`src/rtl/shift_xfer_ctrl.sv`:
```
// Sequencer for an N-bit right-shift full-duplex serial transfer, paced by a bit-period divider.
// Optional macro SHIFT_XFER_CTRL_B2B_EN: ACK together with START in DONE restarts without an idle cycle.
module shift_xfer_ctrl #(
    parameter int unsigned N   = 4,
    parameter int unsigned DIV = 1
) (
    input  logic         CLK,
    input  logic         RST,
    input  logic         START,
    input  logic [N-1:0] DIN,
    input  logic         SIN,
    input  logic         ACK,
    output logic         SOUT,
    output logic         SEN,
    output logic         BUSY,
    output logic         DONE,
    output logic [N-1:0] DOUT
);

    localparam int unsigned BW = $clog2(N);
    localparam int unsigned DW = (DIV > 1) ? $clog2(DIV) : 1;

    localparam logic [BW-1:0] BitLast = BW'(N - 1);
    localparam logic [DW-1:0] DivLast = DW'(DIV - 1);

    localparam logic [1:0] StIdle  = 2'd0;
    localparam logic [1:0] StShift = 2'd1;
    localparam logic [1:0] StDone  = 2'd2;

    logic [1:0]    state_q, state_d;
    logic [N-1:0]  q_q, q_d;
    logic [BW-1:0] bitcnt_q, bitcnt_d;
    logic [DW-1:0] divcnt_q, divcnt_d;
    logic [N-1:0]  dout_q, dout_d;
    logic [N-1:0]  shifted;

    assign shifted = {SIN, q_q[N-1:1]};
    assign SEN     = (state_q == StShift) && (divcnt_q == DivLast);

    always_comb begin
        state_d  = state_q;
        q_d      = q_q;
        bitcnt_d = bitcnt_q;
        divcnt_d = divcnt_q;
        dout_d   = dout_q;
        case (state_q)
            StIdle: begin
                if (START) begin
                    state_d  = StShift;
                    q_d      = DIN;
                    bitcnt_d = '0;
                    divcnt_d = '0;
                end
            end
            StShift: begin
                if (SEN) begin
                    q_d      = shifted;
                    bitcnt_d = bitcnt_q + BW'(1);
                    divcnt_d = '0;
                    if (bitcnt_q == BitLast) begin
                        state_d = StDone;
                        dout_d  = shifted;
                    end
                end else begin
                    divcnt_d = divcnt_q + DW'(1);
                end
            end
            StDone: begin
                if (ACK) begin
`ifdef SHIFT_XFER_CTRL_B2B_EN
                    if (START) begin
                        state_d  = StShift;
                        q_d      = DIN;
                        bitcnt_d = '0;
                        divcnt_d = '0;
                    end else begin
                        state_d = StIdle;
                    end
`else
                    state_d = StIdle;
`endif
                end
            end
            default: state_d = StIdle;
        endcase
    end

    always_ff @(posedge CLK or posedge RST) begin
        if (RST) begin
            state_q  <= StIdle;
            q_q      <= '0;
            bitcnt_q <= '0;
            divcnt_q <= '0;
            dout_q   <= '0;
        end else begin
            state_q  <= state_d;
            q_q      <= q_d;
            bitcnt_q <= bitcnt_d;
            divcnt_q <= divcnt_d;
            dout_q   <= dout_d;
        end
    end

    assign SOUT = q_q[0];
    assign BUSY = (state_q == StShift) || (state_q == StDone);
    assign DONE = (state_q == StDone);
    assign DOUT = dout_q;

endmodule

```
`config.mk`:
```
export PLATFORM = sky130hd
export DESIGN_NAME = shift_xfer_ctrl
export DESIGN_NICKNAME = d
export VERILOG_FILES = /design/src/rtl/shift_xfer_ctrl.sv
export SDC_FILE = /design/constraint.sdc
export NUM_CORES = 1
export LEC_CHECK = 0
export CAP_MARGIN = 20
export CORE_MARGIN = 8
export CORE_UTILIZATION = 47
export DETAILED_ROUTE_END_ITERATION = 6
export GPL_TIMING_DRIVEN = 1
export PLACE_DENSITY_LB_ADDON = 0.1
export SLEW_MARGIN = 15
export SYNTH_ARGS = -nofsm -noshare
export SYNTH_HDL_FRONTEND = slang
export SYNTH_SLANG_ARGS = --single-unit
```
`constraint.sdc`:
```
create_clock -name CLK -period 2 [get_ports CLK]
set_input_delay 0.4 -clock CLK [delete_from_list [all_inputs] [get_ports CLK]]
set_output_delay 0.4 -clock CLK [all_outputs]
set_load 0.02 [all_outputs]
```
Word level (Yosys, flattened, before mapping):

Cells that the tools add are included.

* register bits: 13
* bits in latches: 0
* bits in writable memories: 0
* bits in read-only memories: 0
* output and inout port bits: 8
* logic and storage cells: 37
* memories: 0

* add/subtract/negate cells: 2
* multiply operators: 0
* div/mod/pow operators: 0
* order comparisons: 0
* equal/unequal tests: 7
* shifts and indexed selects: 0
* multiplexer cells: 14
* bitwise logic cells: 1
* reduce and logical (&&, ||, !) cells: 8

Operators with widths (count)
* two-way mux 2 bit: 6
* two-way mux 4 bit: 2
* one-hot mux 4 bit (2 select lines): 1
* inequality test 2 bit (second input constant): 3
* one-hot mux 2 bit (3 select lines): 1
* AND reduction 3 bit: 2
* equality test 2 bit (second input constant): 2
* one-hot mux 2 bit (2 select lines): 1
* AND reduction 4 bit: 1
* adder 2 x 1 -> 2 bit (second input constant): 1
* equality test 2 x 1 -> 1 bit (second input constant): 1
* logical NOT 2 bit: 1
* two-way mux 1 bit: 2
* inequality test 2 x 1 -> 1 bit (second input constant): 1
* one-hot mux 1 bit (2 select lines): 1
* AND reduction 2 bit: 1
* nonzero test 2 bit: 1
* adder 1 bit (second input constant): 1
* logical AND 1 bit: 1
* logical OR 1 bit: 1
* inverter 1 bit: 1

Longest topological paths before layout:

* depth after elaboration: 4
* depth in mapped cells: 6
* mapped depth without buffers: 5

Worst setup path after synthesis:

OpenSTA, ideal clock, no wires.

* path kind: flip-flop to flip-flop
* from: register state_q[1]
* to: register q_q[0]
* setup time: 0.125 ns
* arrival time: 1.393 ns
* path slack: 0.483 ns
* stages on the path, launching flop included: 7
* buffers on the path: 1
* period minus slack after synthesis: 1.517 ns
* cell sequence: dfrtp_1 inv_1 ha_1 buf_4 mux2i_2 a21oi_2 mux2_2

* word-level cells in the longest chain between the ends: 4
* elaborated cells on any way between the ends: 8
* classes of those cells: eq/ne (3); mux (1); reduce/logical (4)

Ends and longest elaborated chain
* from (decl): line 30 `logic [1:0] state_q, state_d;`
* from (signal assigned): line 90 `state_q <= StIdle;`
* from (signal assigned): line 96 `state_q <= state_d;`
* equality test 2 x 1 -> 1 bit: line 38, 46
* logical AND 1 bit: line 38 `assign SEN = (state_q == StShift) && (divcnt_q == DivLast);`
* inequality test 2 bit (no source line)
* AND reduction 3 bit (no source line)
* to (signal assigned): line 97 `q_q <= q_d;`
* to (decl): line 31 `logic [N-1:0] q_q, q_d;`

Several ways; a longest one is shown, not always the timed one.
A chain may end at the register's enable or synchronous reset.

Worst setup path after layout:

* from: register state_q[1]
* to: output SEN

* word-level cells in the longest chain between the ends: 2

Ends and longest elaborated chain
* equality test 2 x 1 -> 1 bit: line 38
* logical AND 1 bit: line 38
* to (decl): line 14 `output logic SEN,`

No other way between the ends.

==> run summary <==
========================================================================================
Global placer's final weighted congestion                                          0.724
I/O pin count                                                                         17
Pwr/cell area                                                               1550 mW/mm^2
Post-synth design cell area                                                     699 um^2
Startpoint of the worst-slack reg-to-reg timing path                        state_q[1]$_DFFE_PP0P_
Post-DP HPWL                                                                      990 um
Sum Neg Setup Slack                                                                 0 ns
Worst-Skew Late Latency                                                          0.27 ns
Critical-path cell with the highest stage delay                                  dfrtp_1
MaxCap Viol Count                                                                      0
Worst-path maximum fanout                                                              4
Horiz. Die Dim                                                                   54.6 um
First-pass GRT wire length                                                       2210 um
TritonCTS buffer count                                                                 3
Largest net degree at the start of global routing                                     14
Effective utilization at floorplan                                                 0.481
Fraction of synthesized cell area taken by the top area cell type                  0.465
Setup CP Type                                                               register to output port
Proportion of synthesized chip area in sequential cells                            0.465
Portion of the clock cycle consumed by the worst path in the final layout          0.892
Critical Path Sink                                                                   SEN
Number of global-route vias before repair                                            496
Transition time at the pin with the least slew margin                           0.487 ns
Die height                                                                       54.6 um
WHS                                                                             0.447 ns
CTS Root Buffer Type                                                            clkbuf_4
Number of antenna violations at the first check in global routing                      0
Via count                                                                            461
Shortest period the worst path allows                                            1.78 ns
Total iterations of the first detailed-routing run                                     4
Number of sinks handled by clock tree synthesis                                       13
Final routed wire length divided by cell count                                   14.2 um
Synth-to-Final Area Change                                                         29.0%
Critical path cell sequence                                                 inv_1 > ha_1 > and2b_1 > dlygate4sd2_1
DRC marker count from the first detailed-route iteration                               5
Buffers on Ports                                                                      16
Final net count                                                                       90
Syn Area/Cell                                                                  13.0 um^2
Upper clock frequency limit                                                      561 MHz
Clock skew                                                                    0.00151 ns
Net count of the mapped netlist                                                       69
Overall die area                                                            0.00298 mm^2
Depth of the worst register-to-register path                                           6
Worst rel slew slack                                                               0.675
Worst Setup Start Kind                                                          register
Count of unresolved DRC violations after routing                                       0
Overall fraction of global-route tracks in use                                     0.104
End of the worst register-to-register path                                  q_q[0]$_DFFE_PP0P_
Clock tree from TritonCTS                                                            yes
Type of destination of the critical path                                     output port
Status                                                                      finished, final reports clean
Post-Synthesis Cells                                                                  54
Core area                                                                   0.00145 mm^2
Fin. max-slew vios                                                                     0
Share of final-layout standard cells stronger than drive strength 1                0.297
Clock slew at reported path FFs                                                  0.07 ns
Delay of the slowest cell on the worst path                                      0.39 ns
Required arrival time at the worst endpoint                                      1.60 ns
Final number of setup-violating endpoints                                              0
Worst EP arrival                                                                 1.38 ns
Unrepaired setup endpoints after global routing                                       no
Total number of yosys warnings                                                         0
Hold violation count in the final report                                               0
Setup slack, reg-to-reg                                                          0.29 ns
Flops & latches, synth                                                                13
Leakage component of the power                                               0.000414 uW
Hold-fix buffer count after cts                                                        0
Top area cells in the synthesized netlist                                   dfrtp_1 47%, mux2_2 23%, ha_1 11%
DRT antenna net count                                                                  0
Worst setup path startpoint                                                 state_q[1]$_DFFE_PP0P_
Largest voltage drop on the vdd net                                             0.883 mV
Netlist cell types                                                                    17
Ratio of routed vias to standard cells                                              5.12
Post-CTS Repair Setup Buffers                                                          0
Most used cells in the layout excluding fill and tap cells                  14 x mux2_2, 13 x dfrtp_1, 13 x clkdlybuf4s50_1
Class of the worst hold path                                                primary input to asynchronous set/reset pin
Aggregate global routing overflow                                                      0
Number of rows created at floorplan                                                   14
Post-CTS resize count                                                                  3
Inserted Diodes                                                                        0
Leading cell type in the layout, fill and taps excluded                           mux2_2
Clock H-tree levels                                                                    1
Library cell with the largest summed area after synthesis                        dfrtp_1
Deepest clock path buffer count                                                        2
Sum of routed wire length over all layers                                        1280 um
========================================================================================
[metrics by stage]
stage	worst slack (ns)	cells	util	power, uW	instance area, um^2
floorplan	0.483	54	-	1020	699
global placement	0.233	86	0.605	1280	880
detailed placement	0.217	86	0.605	1290	880
CTS	0.181	90	0.620	1430	902
global route	0.0870	90	0.620	1510	902
finish	0.217	90	0.620	1400	902
[layer usage]
metal,wire length [um],vias to the layer above,share of wire,track usage
li1,-,226,-,-
met1,535,228,0.42,0.114
met2,677,7,0.53,0.174
met3,62,0,0.049,0.0326
met4,0,0,0,0.0615
met5,0,-,0,0
[state kept, by name (all words and copies together), names as in the netlist]
name	count
DOUT	4
q_q	4
bitcnt_q	2
state_q	2
divcnt_q	1
[cell usage after synthesis]
cell type / count
nand2b_1: 2
nor2b_1: 1
a22o_1: 2
or2_2: 1
mux2i_2: 1
dfrtp_1: 13
buf_4: 1
o21ai_0: 2
a21oi_2: 1
inv_1: 4
and2_1: 1
mux2_2: 14
a221oi_2: 1
and2b_1: 1
nand2_1: 2
nand3b_1: 1
ha_1: 6
[power breakdown]
group,switching [uW],internal [uW],total [uW]
combinational,363,423,786
sequential,74.0,383,457
clock,77.5,77.2,155
[area by class of cell]
| type | count | area (um^2) |
|---|---|---|
| Tap cell | 16 | 20.0 |
| Clock buffer | 4 | 26.3 |
| Inverter | 4 | 15.0 |
| Multi-Input combinational cell | 36 | 352 |
| Timing Repair Buffer | 17 | 164 |
| Sequential cell | 13 | 325 |
| Fill cell | 129 | 552 |
[worst min-delay path by stage]
stage	end	slack [ns]	depth (start not counted)	start
global route	DOUT[0]$_DFFE_PP0P_	0.49	2	RST
finish	DOUT[2]$_DFFE_PP0P_	0.45	2	RST
global placement	DOUT[2]$_DFFE_PP0P_	0.49	1	DOUT[2]$_DFFE_PP0P_
floorplan	DOUT[0]$_DFFE_PP0P_	0.28	1	RST
detailed placement	DOUT[2]$_DFFE_PP0P_	0.49	1	DOUT[2]$_DFFE_PP0P_
CTS	DOUT[1]$_DFFE_PP0P_	0.45	2	RST
[logic make-up after synthesis]
family	Yosys count	share of synthesized area
and+or+nand+nor	9	0.0769
adders and majority gates	6	0.107
AOI/OAI and AO/OA	6	0.0733
DFF	13	0.465
muxes	15	0.245
buffers and inverters	5	0.0322
[worst max-delay path: cells and delay by family (launching register included)]
kind / cells / cell delay, ns
buf+inv: 2 / 0.44
flops: 1 / 0.39
fa+ha+maj: 1 / 0.17
simple gates: 1 / 0.11
(Power assumes the default switching activity.)
